[config.mk]
export PLATFORM = sky130hd
export DESIGN_NAME = host_frame_receiver
export DESIGN_NICKNAME = d
export VERILOG_FILES = /design/src/rtl/host_frame_receiver.sv
export SDC_FILE = /design/constraint.sdc
export NUM_CORES = 1
export LEC_CHECK = 0
export BUFFER_PORTS_ARGS = -buffer_cell sky130_fd_sc_hd__buf_2
export CAP_MARGIN = 20
export CORE_ASPECT_RATIO = 0.8
export CORE_MARGIN = 5
export CORE_UTILIZATION = 54
export DETAILED_ROUTE_END_ITERATION = 8
export PLACE_DENSITY = 0.75
export RECOVER_POWER = 25
export SLEW_MARGIN = 20
export SYNTH_ARGS = -nofsm -noshare
export SYNTH_HDL_FRONTEND = slang
export SYNTH_SLANG_ARGS = --single-unit
export TNS_END_PERCENT = 50
[constraint.sdc]
create_clock -name masterClock -period 5 [get_ports masterClock]
set_input_delay 1.25 -clock masterClock [delete_from_list [all_inputs] [get_ports masterClock]]
set_output_delay 1.25 -clock masterClock [all_outputs]
set_load 0.05 [all_outputs]
[src/rtl/host_frame_receiver.sv]
// Host link frame assembler: SYNC, control, 32-bit little-endian data word, and a checksum byte
// when HOST_RX_CHECKSUM_EN is defined. Frames are handed over on a dataReceived/clearDR handshake.
module host_frame_receiver #(
  parameter int unsigned     TO_W           = 24,
  parameter logic [7:0]      SYNC_BYTE      = 8'hA5,
  parameter logic [TO_W-1:0] TIMEOUT_CYCLES = 24'd100000
) (
  input  logic        masterClock,
  input  logic        reset,
  input  logic        rxValid,
  input  logic [7:0]  rxByte,
  input  logic        clearDR,
  input  logic        errClear,
  output logic        dataReceived,
  output logic [7:0]  control,
  output logic [31:0] inputData,
  output logic        overrun,
  output logic [7:0]  errorCount,
  output logic        busy
);

  typedef enum logic [2:0] {
    StHunt, StCtrl, StD0, StD1, StD2, StD3, StChk, StCommit
  } state_e;

  localparam logic [TO_W-1:0] ToLast = TIMEOUT_CYCLES - 1'b1;

  state_e            state_q;
  logic [7:0]        sh_ctrl_q;
  logic [31:0]       sh_data_q;
  logic [TO_W-1:0]   to_q;
  logic              slot_free;
  logic              expire;
  logic              err_inc;
  logic              ov_set;
  logic [7:0]        chk_calc;

  assign slot_free = !dataReceived && !clearDR;
  assign chk_calc  = sh_ctrl_q ^ sh_data_q[7:0] ^ sh_data_q[15:8] ^ sh_data_q[23:16]
                   ^ sh_data_q[31:24];
  // A byte on the expiry cycle wins over the timeout.
  assign expire    = (state_q != StHunt) && (state_q != StCommit) && !rxValid && (to_q == ToLast);
  assign busy      = (state_q != StHunt);

  always_comb begin
    err_inc = 1'b0;
    ov_set  = 1'b0;
    if (state_q == StCommit && !slot_free) begin
      err_inc = 1'b1;
      ov_set  = 1'b1;
    end
    if (expire) err_inc = 1'b1;
`ifdef HOST_RX_CHECKSUM_EN
    if (state_q == StChk && rxValid && rxByte != chk_calc) err_inc = 1'b1;
`endif
  end

  always_ff @(posedge masterClock or negedge reset) begin
    if (!reset) begin
      state_q      <= StHunt;
      sh_ctrl_q    <= 8'h00;
      sh_data_q    <= 32'h0;
      to_q         <= '0;
      dataReceived <= 1'b0;
      control      <= 8'h00;
      inputData    <= 32'h0;
      overrun      <= 1'b0;
      errorCount   <= 8'h00;
    end else begin
      if (dataReceived && clearDR) dataReceived <= 1'b0;

      case (state_q)
        StHunt: begin
          to_q <= '0;
          if (rxValid && rxByte == SYNC_BYTE) state_q <= StCtrl;
        end
        StCommit: begin
          to_q    <= '0;
          state_q <= StHunt;
          if (slot_free) begin
            dataReceived <= 1'b1;
            control      <= sh_ctrl_q;
            inputData    <= sh_data_q;
          end
        end
        default: begin
          if (rxValid) begin
            to_q <= '0;
            case (state_q)
              StCtrl: begin sh_ctrl_q <= rxByte;        state_q <= StD0; end
              StD0:   begin sh_data_q[7:0]   <= rxByte; state_q <= StD1; end
              StD1:   begin sh_data_q[15:8]  <= rxByte; state_q <= StD2; end
              StD2:   begin sh_data_q[23:16] <= rxByte; state_q <= StD3; end
              StD3: begin
                sh_data_q[31:24] <= rxByte;
`ifdef HOST_RX_CHECKSUM_EN
                state_q <= StChk;
`else
                state_q <= StCommit;
`endif
              end
              StChk:   state_q <= (rxByte == chk_calc) ? StCommit : StHunt;
              default: state_q <= StHunt;
            endcase
          end else if (expire) begin
            to_q    <= '0;
            state_q <= StHunt;
          end else begin
            to_q <= to_q + 1'b1;
          end
        end
      endcase

      // errClear beats any same-cycle event.
      if (errClear) begin
        overrun    <= 1'b0;
        errorCount <= 8'h00;
      end else begin
        if (ov_set) overrun <= 1'b1;
        if (err_inc && errorCount != 8'hFF) errorCount <= errorCount + 8'd1;
      end
    end
  end

endmodule

## After elaboration in Yosys (flattened, before gate mapping)

Index checks and enable logic that the tools add are counted.

- Register bits after elaboration: 117
- Bits of input ports: 13
- Output and inout port bits: 51
- Logic and storage cells: 75

- Bitwise logic cells: 5
- Reduce and logical (&&, ||, !) cells: 25
- Equality and inequality tests: 13
- Add/subtract/negate cells: 2
- Muxes and demuxes: 18

Operators with widths:

| cell | number |
|---|---|
| $mux 24 | 3 |
| $xor 8x8->8 | 4 |
| $add 24x1->24 const B | 1 |
| $eq 24x17->1 const B | 1 |
| $pmux 3 s6 | 1 |
| $mux 8 | 2 |
| $reduce_and 3->1 | 5 |
| $eq 3x3->1 const B | 4 |
| $mux 3 | 4 |
| $add 8x1->8 const B | 1 |
| $eq 8x8->1 | 1 |
| $eq 8x8->1 const B | 1 |
| $logic_and 1x1->1 | 8 |
| $ne 8x8->1 const B | 1 |
| $mux 1 | 7 |
| $eq 3x2->1 const B | 2 |
| $pmux 3 s2 | 1 |
| $logic_not 1->1 | 4 |
| $reduce_and 2->1 | 2 |
| $reduce_bool 2->1 | 2 |
| $reduce_bool 4->1 | 1 |
| $eq 3x1->1 const B | 1 |
| $logic_not 3->1 | 1 |
| $ne 3x3->1 const B | 1 |
| 4 further kinds | 4 |

## Logic depth before layout (Yosys ltp)

Gate-level depths: netlist of run 1.

- Word-level depth: 9
- Depth in mapped cells: 7
- Mapped depth without buffers: 5

## Worst setup path before layout of run 1

Ideal clock, no wire load.

- Kind: input port to flip-flop
- Start: input port rxByte[2]
- End: register state_q[0]
- Stages: 5
- Setup time: 0.099 ns
- Path buffers: 0
- Path slack: 2.585 ns
- Data arrival time: 2.315 ns
- Required time: 4.901 ns
- Path through: xnor2_1 xnor3_1 nor4_1 o2111ai_1 a311oi_1

- Cells in the longest elaborated chain, start to end: 5
- Elaborated cells between the ends (all ways): 9
- Those cells by class: eq/ne (3); mux (4); reduce/logical (2)

Ends and longest elaborated chain:

| element | RTL line | source |
|---|---|---|
| start: declaration | 11 | `input logic [7:0] rxByte,` |
| $eq 8x8->1 | 102 | `StChk: state_q <= (rxByte == chk_calc) ? StCommit : StHunt;` |
| $mux 3 | 102 |  |
| $pmux 3 s6 | 89 | `case (state_q)` |
| $mux 3 | 87 | `if (rxValid) begin` |
| $pmux 3 s2 | 72 | `case (state_q)` |
| end signal: assignment | 90 | `StCtrl: begin sh_ctrl_q <= rxByte; state_q <= StD0; end` |
| end signal: assignment | 102 |  |
| end signal: assignment | 103 | `default: state_q <= StHunt;` |
| end: declaration | 28 | `state_e state_q;` |

Several ways; a longest one is shown, not always the timed one.
A chain may end at the register's enable or synchronous reset.

==> results of run 1 <==
## registers in the layout, indices dropped and copies added (netlist names)
register      cells
sh_ctrl_q         8
dataReceived      1
errorCount        8
inputData        32
state_q           3
overrun           1
sh_data_q        32
to_q             24
control           8
## cells in the mapped netlist (7+ instances only)
library cell,number
dfrtp_1,117
mux2_2,51
xnor2_1,39
mux2_1,30
nor2_1,27
nand2_1,17
a21oi_1,16
nand3_1,10
or3_1,10
clkbuf_1,8
inv_1,8
o21ai_0,8
nor3_1,7
## per-stage QoR
| stage | power [mW] | utilization | hold slack (ns) | worst slack [ns] |
|---|---|---|---|---|
| after floorplan | 2.65 | - | 0.424 | 2.59 |
| after global placement | 2.95 | 0.603 | 0.438 | 2.22 |
| after detailed placement | 2.98 | 0.603 | 0.445 | 2.14 |
| after CTS | 4.17 | 0.661 | 0.465 | 1.98 |
| after global routing | 4.36 | 0.660 | 0.484 | 1.26 |
| final | 4.14 | 0.660 | 0.459 | 1.80 |
## routing by layer
| metal | vias to the layer above | share of wire | routed length (µm) |
|---|---|---|---|
| met4 | 0 | 0.017 | 185 |
| li1 | 1657 | - | - |
| met5 | - | 0 | 0 |
| met2 | 101 | 0.48 | 5290 |
| met3 | 20 | 0.052 | 577 |
| met1 | 1769 | 0.45 | 4960 |
## power breakdown
group          internal [mW]  switching [mW]
logic                  0.666           0.829
clock network          0.750           0.407
registers               1.24           0.251
total                   2.65            1.49
## logic make-up (layout without fill, tap and decap cells)
| family | after synthesis | in the layout | synth area share |
|---|---|---|---|
| flip-flops | 117 | 117 | 0.543 |
| AND/OR/NAND/NOR | 111 | 111 | 0.123 |
| multiplexers | 81 | 81 | 0.169 |
| XOR/XNOR | 50 | 50 | 0.0965 |
| AO/OA/AOI/OAI | 40 | 40 | 0.0464 |
| buffers and inverters | 22 | 105 | 0.0181 |
| adder cells (fa/ha/maj) | 2 | 2 | 0.00464 |
## worst max path at each step
stage | start | to | slack [ns]
floorplan | rxByte[2] | state_q[0]$_DFFE_PN0P_ | 2.59
global placement | clearDR | inputData[23]$_DFFE_PN0P_ | 2.22
detailed placement | clearDR | control[3]$_DFFE_PN0P_ | 2.14
CTS | state_q[0]$_DFFE_PN0P_ | busy | 1.98
global route | reset | to_q[2]$_DFF_PN0_ | 1.26
finish | reset | sh_data_q[14]$_DFFE_PN0P_ | 1.80
## layout make-up
| class | instances | share of cell area |
|---|---|---|
| clock buffer | 21 | 0.0720 |
| clock inverter | 10 | 0.0166 |
| inverter | 8 | 0.00470 |
| multi-input combinational | 284 | 0.370 |
| sequential | 117 | 0.458 |
| tap | 136 | 0.0266 |
| timing repair buffer | 66 | 0.0524 |
## cell usage in the layout (no fill, tap or decap), types with 2 or more instances in the layout
cell and n:
nand3_1 10, nor3_1 8, buf_2 61, mux2_1 30, clkbuf_16 17, xnor3_1 6, nor4_1 5, nor2_1 27
ha_1 2, clkbuf_1 4, nand2_1 17, xor2_1 5, and3_1 6, and2_1 2, clkinv_2 6, buf_4 3
nor3_2 2, or4_1 4, and4_1 3, bufinv_16 2, o21ai_1 3, o31ai_1 4, clkbuf_8 2, xnor2_1 39
a21oi_1 16, nand4_1 3, inv_1 8, or3_1 10, mux2_2 51, dfrtp_1 117, o21ai_0 8
==> metrics.yaml, run 1 <==
placed_design:
  port_buffers: 63
  dp_hpwl_um: 7380
  place_inst: 611
  place_area_mm2: 0.00584
  place_congestion: 0.825
worst_hold_path:
  holdCritPathClass: "flop to flop"
  hold_depth: 1
  whs_endpoint: "to_q[0]$_DFF_PN0_"
  hp-start: "to_q[0]$_DFF_PN0_"
power_and_ir_drop:
  p_per_area_mw_per_mm2: 647
  p_leak_nw: 2.98
  vdd_drop_max_uv: 385
finish:
  final_layout_size_suffix_gt1_frac: 0.310
  fin_nets: 509
  finalNonFillerCells: 642
  multi_input_area_mm2: 0.00236
  regArea_mm2: 0.00293
  fin_area_mm2: 0.00639
  n_antenna_cell: 0
  syn2layout_area_growth_pct: 18.5
  nFillCells: 749
sta:
  setup_viol: 0
  slew_headroom: -0.681
  fin_crit_ns: 3.20
  tns_ns: 0
  post-route-period-util: 0.641
  finalMaxSlewViolations: 47
  finalClockSkew_ns: 0.00941
  max_freq_mhz: 312
  worstMarginPinSlew_ns: 2.52
  hold_viol: 0
  rsz0062_at_grt: "false"
worst_setup_path:
  worstPathCellList: "clkbuf_1 > buf_4"
  critPathTopFamily: "buffers and inverters"
  crit_type: "input pin to asynchronous set/reset pin"
  rr_startpoint: "state_q[0]$_DFFE_PN0P_"
  arrival_ns: 3.73
  critPathCaptureType: "asynchronous set/reset pin"
  worst_ep_required_time_ns: 5.53
  crit_path_max_incr_delay_ns: 1.76
  cp.depth: 2
  rrSetupSlack_ns: 2.75
  r2r_cells: 4
  crit_fanout: 46
  r2r-end: "control[3]$_DFFE_PN0P_"
  crit_slowest_cell: "clkbuf_1"
  start_kind: "input pin"
  crit_buf_inv: 2
yosys:
  yosys.area.top_type: "dfrtp_1"
  async_reset_ff_frac: 1.00
  synth_top_area_frac: 0.543
  ys.flop_type: "dfrtp_1"
  yosysUniqueCellTypes: 53
  syn_area_mm2: 0.00540
  netlist_instances: 423
  yosysWarnings: 0
  synth.area.top_cells: "dfrtp_1, mux2_2, xnor2_1, mux2_1, xnor3_1"
  ys_seq_area_frac: 0.543
  synthesis.nets: 438
  avgSynthCellArea_um2: 12.8
  synth_edf_count: 0
  ys_seq_elements: 117
grt:
  globalRouteOverflowTotal: 0
  grt_pass1_wl_um: 18400
  gr-max-usage-layer: "met2"
  grt_usage: 0.197
  grtUsageMet3: 0.0529
  antenna_found_initial: 0
  use_met2: 0.306
  grt_pass1_vias: 3586
  grt_max_degree: 47
  met1_usage: 0.264
detailed_routing:
  vias: 3547
  drt_iter0_drc: 275
  drc: 0
  vias_per_cell: 5.52
  wirelength_um: 11000
  detail-route-antenna-nets: 0
  drt_pass1_iterations: 4
  routedWlPerCell_um: 17.2
clock_network:
  clk_path_buf_depth: 2
  h-tree-depth: 4
  root_buffer: "clkbuf_16"
  cts_tree: "done"
  clock-sinks: 117
  numCtsBuffers: 17
  cts.repair.resized: 0
  cts_setup_buffers: 0
  clk_latency_ns: 0.41
  path_clk_slew_ns: 0.05
  postCtsHoldBufs: 0
floorplan:
  fp.dieH_um: 99.4
  ios: 64
  die_x_um: 122
  start_util: 0.557
  die-area_mm2: 0.0121
  core.rowCount: 32
  coreArea_mm2: 0.00969
status:
  status: "complete, but fails checks"
  violations: "capacitance limit, slew limit"
run:
  cap_violations: 1
(Power assumes the default switching activity.)
==> run 2, diff against run 1 <==
--- a/config.mk
+++ b/config.mk
@@ -5,13 +5,14 @@
 export SDC_FILE = /design/constraint.sdc
 export NUM_CORES = 1
 export LEC_CHECK = 0
+export ABC_AREA = 1
 export BUFFER_PORTS_ARGS = -buffer_cell sky130_fd_sc_hd__buf_2
 export CAP_MARGIN = 20
 export CORE_ASPECT_RATIO = 0.8
 export CORE_MARGIN = 5
-export CORE_UTILIZATION = 54
+export CORE_UTILIZATION = 53
 export DETAILED_ROUTE_END_ITERATION = 8
-export PLACE_DENSITY = 0.75
+export PLACE_DENSITY = 0.76
 export RECOVER_POWER = 25
 export SLEW_MARGIN = 20
 export SYNTH_ARGS = -nofsm -noshare
==> constraint.sdc (replaced) <==
create_clock -name masterClock -period 2.67 [get_ports masterClock]
set_input_delay 0.6675 -clock masterClock [delete_from_list [all_inputs] [get_ports masterClock]]
set_output_delay 0.6675 -clock masterClock [all_outputs]
set_load 0.05 [all_outputs]
==> run 2 against run 1 <==
Compared with the run above:
- highest routed layer unchanged
- critical path type is now flop to primary output
- area after synthesis grew 3.3%
- sequential share of layout area fell by 1.9 points
- clock-buffer cell count grew 1
- cell count increased by 40%
- the flow now finishes without violations
==> metrics.yaml, run 2 <==
yosys:
  avgSynthCellArea_um2: 8.28  # was 12.8 µm²
  synthMuxAreaShare: 0.0162  # was 0.169
  synth_common_cells: "nand2_1, dfrtp_1, inv_1"  # was dfrtp_1, mux2_2, xnor2_1
  syn_area_mm2: 0.00557  # was 0.00540 mm²
  synth_compound_area_frac: 0.110  # was 0.0464
  async_reset_ff_frac: 1.00  # unchanged
  ys_seq_area_frac: 0.525  # was 0.543
  yosysWarnings: 0  # unchanged
  yosysUniqueCellTypes: 40  # was 53
  ys_seq_elements: 117  # unchanged
  synth_edf_count: 0  # unchanged
  synth_top_family_by_area: "simple AND/OR/NAND/NOR gates"  # was multiplexers
  yosys.area_share.adder: 0.00449  # was 0.00464
  synth_top_area_frac: 0.525  # was 0.543
  yosysMostFrequentCell: "nand2_1"  # was dfrtp_1
  synthesis.nets: 688  # was 438
  synth.area.top_cells: "dfrtp_1, nand2_1, o21ai_0, inv_1, nand3_1"  # was dfrtp_1, mux2_2, xnor2_1, mux2_1, xnor3_1
  netlist_instances: 673  # was 423
  synth_xor_area_frac: 0.0157  # was 0.0965
  yosys.area_share.simple: 0.257  # was 0.123
  yosys.area.top_type: "dfrtp_1"  # unchanged
  ys.flop_type: "dfrtp_1"  # unchanged
finish:
  fin_nets: 758  # was 509
  fin_util: 0.648  # was 0.660
  final_cell_mix: "nand2_1, dfrtp_1, inv_1"  # was dfrtp_1, buf_2, mux2_2
  layout_commonest_cell: "nand2_1"  # was dfrtp_1
  syn2layout_area_growth_pct: 19.6  # was 18.5%
  finalNonFillerCells: 897  # was 642
  reg_top3: "inputData (32), sh_data_q (32), to_q (24)"  # unchanged
  final_layout_size_suffix_gt1_frac: 0.181  # was 0.310
worst_setup_path:
  worst_ep_required_time_ns: 2.00  # was 5.53 ns
  rrSetupSlack_ns: 0.67  # was 2.75 ns
  crit_type: "flop to primary output"  # was input pin to asynchronous set/reset pin
  crit_fanout: 6  # was 46
  critPathCaptureType: "primary output"  # was asynchronous set/reset pin
  arrival_ns: 1.39  # was 3.73 ns
  start_kind: "flop"  # was input pin
grt:
  globalRouteOverflowTotal: 0  # unchanged
  use_met2: 0.334  # was 0.306
  grtUsageMet3: 0.0648  # was 0.0529
  grt_pass1_wl_um: 22000  # was 18400 µm
  met1_usage: 0.293  # was 0.264
  gr-max-usage-layer: "met2"  # unchanged
  grt_max_degree: 64  # was 47
  grt_pass1_vias: 4663  # was 3586
  antenna_found_initial: 1  # was 0
  grt_usage: 0.215  # was 0.197
floorplan:
  die_x_um: 125  # was 122 µm
  fp.dieH_um: 102  # was 99.4 µm
  ios: 64  # unchanged
  start_util: 0.542  # was 0.557
  die-area_mm2: 0.0127  # was 0.0121 mm²
  coreArea_mm2: 0.0103  # was 0.00969 mm²
  core.rowCount: 33  # was 32
clock_network:
  cts.repair.resized: 0  # unchanged
  clock-sinks: 117  # unchanged
  h-tree-depth: 4  # unchanged
  path_clk_slew_ns: 0.06  # was 0.05 ns
  clk_path_buf_depth: 2  # unchanged
  numCtsBuffers: 17  # unchanged
  cts_tree: "done"  # unchanged
  postCtsHoldBufs: 0  # unchanged
  root_buffer: "clkbuf_16"  # unchanged
  cts_setup_buffers: 0  # unchanged
  clk_latency_ns: 0.41  # about the same
power_and_ir_drop:
  p_leak_nw: 3.41  # was 2.98 nW
  vdd_drop_max_uv: 742  # was 385 µV
  p_per_area_mw_per_mm2: 1210  # was 647 mW/mm²
  total_power_mw: 8.06  # was 4.14 mW
sta:
  finalClockSkew_ns: 0.00854  # was 0.00941 ns
  max_freq_mhz: 485
  holdWs_ns: 0.428  # was 0.459 ns
  hold_viol: 0  # unchanged
  tns_ns: 0  # unchanged
  slew_headroom: 0.169  # was -0.681
  fin_crit_ns: 2.06
  finalMaxSlewViolations: 0  # was 47
  setup_viol: 0  # unchanged
  post-route-period-util: 0.772
  worstMarginPinSlew_ns: 1.25  # was 2.52 ns
  rsz0062_at_grt: "false"  # unchanged
detailed_routing:
  routedWlPerCell_um: 14.2  # was 17.2 µm
  vias_per_cell: 5.28  # was 5.52
  drt_iter0_drc: 349  # was 275
  wirelength_um: 12700  # was 11000 µm
  detail-route-antenna-nets: 0  # unchanged
  vias: 4733  # was 3547
  drc: 0  # unchanged
  drt_pass1_iterations: 5  # was 4
status:
  status: "complete, no violations"  # was complete, but fails checks
placed_design:
  place_inst: 864  # was 611
  port_buffers: 63  # unchanged
  place_congestion: 0.854  # was 0.825
  dp_hpwl_um: 9000  # was 7380 µm
worst_hold_path:
  holdCritPathClass: "input pin to flop"  # was flop to flop
run:
  cap_violations: 0  # was 1
==> run 2: cell types whose count changed in the layout (fill, tap and decap cells not counted), sizes merged, moves of 4 or more <==
cell	change
xnor2	-36
inv	+78
or3	-10
and4	-5
nor2	+15
nand2	+185
xnor3	-6
and3	-5
or4	-4
o21ai	+79
nand3	+32
nand4	+5
mux2	-73
==> run 2: area by class of cell <==
cell class              instances  area, µm²
flip-flops and latches        117       2930
diodes                          1       2.50
inverters                      87        327
clock inverters                10        150
repair buffers                 66        349
multi-input cells             454       2250
clock buffers                  22        484
fillers                       832       3620
well taps                     140        175
==> run 2: cells by family (layout without fill, tap and decap cells) <==
| kind of cell | Yosys count | in the layout |
|---|---|---|
| simple gates | 318 | 318 |
| flops | 117 | 117 |
| compound gates | 116 | 116 |
| buf+inv | 102 | 185 |
| xor+xnor | 10 | 10 |
| mux | 8 | 8 |
| fa+ha+maj | 2 | 2 |
| other cells | 0 | 1 |
==> run 2: worst paths after layout <==
check,start,end,depth (start not counted)
setup / recovery,state_q[2]$_DFFE_PN0P_,busy,3
hold / removal,clearDR,dataReceived$_DFF_PN0_,2
setup reg to reg,state_q[2]$_DFFE_PN0P_,to_q[9]$_DFF_PN0_,9
hold reg to reg,to_q[0]$_DFF_PN0_,to_q[0]$_DFF_PN0_,1
max in group asynchronous,reset,inputData[3]$_DFFE_PN0P_,2
min in group asynchronous,reset,errorCount[7]$_DFFE_PN0P_,1
==> run 2: routing by layer <==
| metal | vias to the layer above | routed length [µm] |
|---|---|---|
| li1 | 2317 | - |
| met4 | 0 | 190 |
| met2 | 128 | 5780 |
| met1 | 2268 | 6030 |
| met5 | - | 0 |
| met3 | 20 | 717 |
==> run 2: worst max-delay path, cell delays in order (launching register included) <==
cell     delay [ns]
dfrtp_1        0.47
inv_2          0.14
nand2_4        0.12
buf_2          0.27
==> run 2: per-stage QoR <==
step,setup slack (ns),instance area [µm²]
floorplan,0.845,5570
global placement,0.633,6030
detailed placement,0.526,6030
CTS,0.610,6670
global route,0.422,6670
finish,0.610,6670
==> run 2: power breakdown <==
group          internal [mW]  switching [mW]  leakage, nW
combinational          0.815            2.11         1.54
sequential              2.32           0.398         1.56
clock                   1.65           0.775        0.319
==> run 3, diff against run 2 <==
--- a/config.mk
+++ b/config.mk
@@ -5,14 +5,14 @@
 export SDC_FILE = /design/constraint.sdc
 export NUM_CORES = 1
 export LEC_CHECK = 0
-export ABC_AREA = 1
+export ABC_AREA = 0
 export BUFFER_PORTS_ARGS = -buffer_cell sky130_fd_sc_hd__buf_2
 export CAP_MARGIN = 20
 export CORE_ASPECT_RATIO = 0.8
 export CORE_MARGIN = 5
-export CORE_UTILIZATION = 53
+export CORE_UTILIZATION = 54
 export DETAILED_ROUTE_END_ITERATION = 8
-export PLACE_DENSITY = 0.76
+export PLACE_DENSITY = 0.75
 export RECOVER_POWER = 25
 export SLEW_MARGIN = 20
 export SYNTH_ARGS = -nofsm -noshare
==> constraint.sdc (replaced) <==
create_clock -name masterClock -period 1.9 [get_ports masterClock]
set_input_delay 0.475 -clock masterClock [delete_from_list [all_inputs] [get_ports masterClock]]
set_output_delay 0.475 -clock masterClock [all_outputs]
set_load 0.05 [all_outputs]
==> run 3 against run 2 <==
Compared with the run above:
- the run now ends with setup timing left
- clock skew up 0.0035 ns
- clock-buffer cell count up 1
- power up 43%
- via count down 21%
- combinational power up 53%
- sequential power up 42%
- first-iteration DRC count down 29%
- hold slack worse by 0.17 ns
- flip-flop and latch count unchanged
- register-to-register slack worse by 0.67 ns
- routed wire length down 6.9%
- sequential share of layout area down 1.4 points
- critical endpoint unchanged
- highest routed layer unchanged
==> metrics.yaml, run 3 (synthesized netlist as in run 1, its figures left out) <==
floorplan:
  ios: 64  # unchanged
  start_util: 0.557  # was 0.542
  coreArea_mm2: 0.00969  # was 0.0103 mm²
  die_x_um: 122  # was 125 µm
  fp.dieH_um: 99.4  # was 102 µm
  die-area_mm2: 0.0121  # was 0.0127 mm²
  core.rowCount: 32  # was 33
placed_design:
  port_buffers: 63  # unchanged
  place_congestion: 0.823  # was 0.854
  dp_hpwl_um: 7920  # was 9000 µm
sta:
  finalMaxSlewViolations: 0  # unchanged
  hold_viol: 0  # unchanged
  max_freq_mhz: 525
  finalClockSkew_ns: 0.0121  # was 0.00854 ns
  worstMarginPinSlew_ns: 0.648  # was 1.25 ns
  setup_ws_ns: -0.00361  # was 0.610 ns
  slew_headroom: 0.568  # was 0.169
  fin_crit_ns: 1.90
  rsz0062_at_grt: "true"  # was false
  post-route-period-util: 1.00
  holdWs_ns: 0.254  # was 0.428 ns
  setup_viol: 2  # was 0
clock_network:
  clk_latency_ns: 0.41  # about the same
  h-tree-depth: 4  # unchanged
  numCtsBuffers: 17  # unchanged
  clock-sinks: 117  # unchanged
  clk_path_buf_depth: 2  # unchanged
  cts_tree: "done"  # unchanged
  root_buffer: "clkbuf_16"  # unchanged
  path_clk_slew_ns: 0.05  # was 0.06 ns
worst_setup_path:
  crit_path_max_incr_delay_ns: 0.43  # was 0.47 ns
  crit_buf_inv: 3  # was 2
  r2r_cells: 5  # was 9
  r2r-end: "state_q[0]$_DFFE_PN0P_"  # was to_q[9]$_DFF_PN0_
  critPathTopFamily: "flip-flops"  # unchanged
  rr_startpoint: "sh_data_q[27]$_DFFE_PN0P_"  # was state_q[2]$_DFFE_PN0P_
  rrSetupSlack_ns: -0.004  # was 0.67 ns
  crit_slowest_cell: "dfrtp_1"  # unchanged
  worstPathCellList: "nor3_4 > buf_4 > inv_1 > buf_2"  # was inv_2 > nand2_4 > buf_2
  critPathCaptureType: "primary output"  # unchanged
  crit_type: "flop to primary output"  # unchanged
  worst_ep_required_time_ns: 1.42  # was 2.00 ns
  start_kind: "flop"  # unchanged
  crit_fanout: 4  # was 6
  arrival_ns: 1.43  # was 1.39 ns
finish:
  fin_util: 0.711  # was 0.648
  n_antenna_cell: 0  # was 1
  reg_top3: "inputData (32), sh_data_q (32), to_q (24)"  # unchanged
  final_cell_mix: "dfrtp_1, buf_2, mux2_2"  # was nand2_1, dfrtp_1, inv_1
  final_layout_size_suffix_gt1_frac: 0.397  # was 0.181
  syn2layout_area_growth_pct: 27.8  # was 19.6%
  nFillCells: 698  # was 832
  layout_commonest_cell: "dfrtp_1"  # was nand2_1
  fin_nets: 553  # was 758
status:
  violations: "setup timing"
  status: "complete, but fails checks"  # was complete, no violations
detailed_routing:
  drc: 0  # unchanged
  vias: 3718  # was 4733
  drt_iter0_drc: 248  # was 349
  vias_per_cell: 5.41  # was 5.28
  detail-route-antenna-nets: 0  # unchanged
  wirelength_um: 11800  # was 12700 µm
  drt_pass1_iterations: 5  # unchanged
  routedWlPerCell_um: 17.2  # was 14.2 µm
worst_hold_path:
  hold_depth: 2  # unchanged
  whs_endpoint: "dataReceived$_DFF_PN0_"  # unchanged
  holdCritPathClass: "input pin to flop"  # unchanged
  hp-start: "clearDR"  # unchanged
power_and_ir_drop:
  power_switching_mw: 4.17  # was 3.28 mW
  p_seq_frac: 0.333  # was 0.337
  total_power_mw: 11.6  # was 8.06 mW
  p_per_area_mw_per_mm2: 1680  # was 1210 mW/mm²
  intPower_mw: 7.40  # was 4.78 mW
  p_leak_nw: 3.24  # was 3.41 nW
  switching_share: 0.360  # was 0.407
  clkPwrFrac: 0.280  # was 0.301
  vdd_drop_max_uv: 1100  # was 742 µV
  pwr-share-comb: 0.387  # was 0.362
grt:
  grtUsageMet3: 0.0580  # was 0.0648
  use_met2: 0.321  # was 0.334
  grt_pass1_wl_um: 19500  # was 22000 µm
  antenna_found_initial: 0  # was 1
  grt_usage: 0.205  # was 0.215
  met1_usage: 0.279  # was 0.293
  grt_max_degree: 41  # was 64
  gr-max-usage-layer: "met2"  # unchanged
  grt_pass1_vias: 3864  # was 4663
  globalRouteOverflowTotal: 0  # unchanged
run:
  cap_violations: 0  # unchanged
## run 3: cell types whose count changed in the layout (fill, tap and decap cells not counted), sizes merged, moves of 15 or more
cell / change
nor2: -15
buf: +40
inv: -78
nand2: -185
mux2: +73
nand3: -32
xnor2: +36
o21ai: -79
## run 3: worst max-delay path by stage
| stage | to | slack (ns) | from | cells past startpoint |
|---|---|---|---|---|
| 2_1_floorplan | errorCount[4]$_DFFE_PN0P_ | 0.02 | errorCount[5]$_DFFE_PN0P_ | 5 |
| 4_1_cts | errorCount[0]$_DFFE_PN0P_ | -0.007 | to_q[20]$_DFF_PN0_ | 6 |
| 5_1_grt | state_q[0]$_DFFE_PN0P_ | -0.1 | sh_data_q[14]$_DFFE_PN0P_ | 5 |
| 3_3_place_gp | state_q[0]$_DFFE_PN0P_ | -0.06 | rxByte[2] | 6 |
| 6_report | busy | -0.004 | state_q[1]$_DFFE_PN0P_ | 4 |
| 3_5_place_dp | state_q[0]$_DFFE_PN0P_ | -0.14 | rxByte[2] | 6 |
## run 3: per-stage QoR
step                      setup TNS, ns  std cells  worst slack [ns]  cell area (µm²)
after detailed placement         -0.155        652            -0.144             6190
after CTS                       -0.0108        686          -0.00716             6830
after floorplan                       0        423            0.0184             5400
after global routing             -0.216        687           -0.0978             6890
after global placement          -0.0648        652           -0.0648             6190
final                          -0.00425        687          -0.00361             6890
## run 3: timing repair
action | in CTS | in global routing
endpoints found under the hold margin | 21 | 0
hold buffers | 1 | 0
gates resized for setup | 4 | 16
pin swaps | 8 | 10
cloned | 0 | 1
endpoints found under the setup margin | 6 | 12
buffers inserted | 1 | 0
## run 3: worst register-to-register path, cell delays in order, from the launching register on
cell       delay [ns]
dfrtp_1          0.40
xnor2_1          0.18
xnor3_1          0.46
nor4_4           0.31
o2111ai_2        0.17
a311oi_1         0.29
## run 3: power by group through the flow
stage | Clock [mW] | Sequential [mW] | Combinational (mW)
3_5_place_dp | 0 | 3.87 | 4.23
6_report | 3.24 | 3.85 | 4.48
2_1_floorplan | 0 | 4.71 | 2.26
5_1_grt | 3.41 | 3.97 | 4.76
4_1_cts | 3.29 | 3.85 | 4.36
3_3_place_gp | 0 | 3.83 | 4.15
## run 3: area by class of cell
| cell class | count | area (µm²) | share of cell area |
|---|---|---|---|
| clock buffers | 23 | 478 | 0.0693 |
| well taps | 136 | 170 | 0.0247 |
| repair buffers | 109 | 679 | 0.0986 |
| flip-flops and latches | 117 | 2930 | 0.425 |
| clock inverters | 9 | 126 | 0.0183 |
| multi-input cells | 285 | 2480 | 0.360 |
| inverters | 8 | 30.0 | 0.00436 |
## run 3: per-layer routing
metal  share of wire  vias up  wire, µm
met4           0.011        0       129
met2            0.48      103      5640
li1                -     1751         -
met3           0.053       13       627
met1            0.46     1851      5440
met5               0        -         0
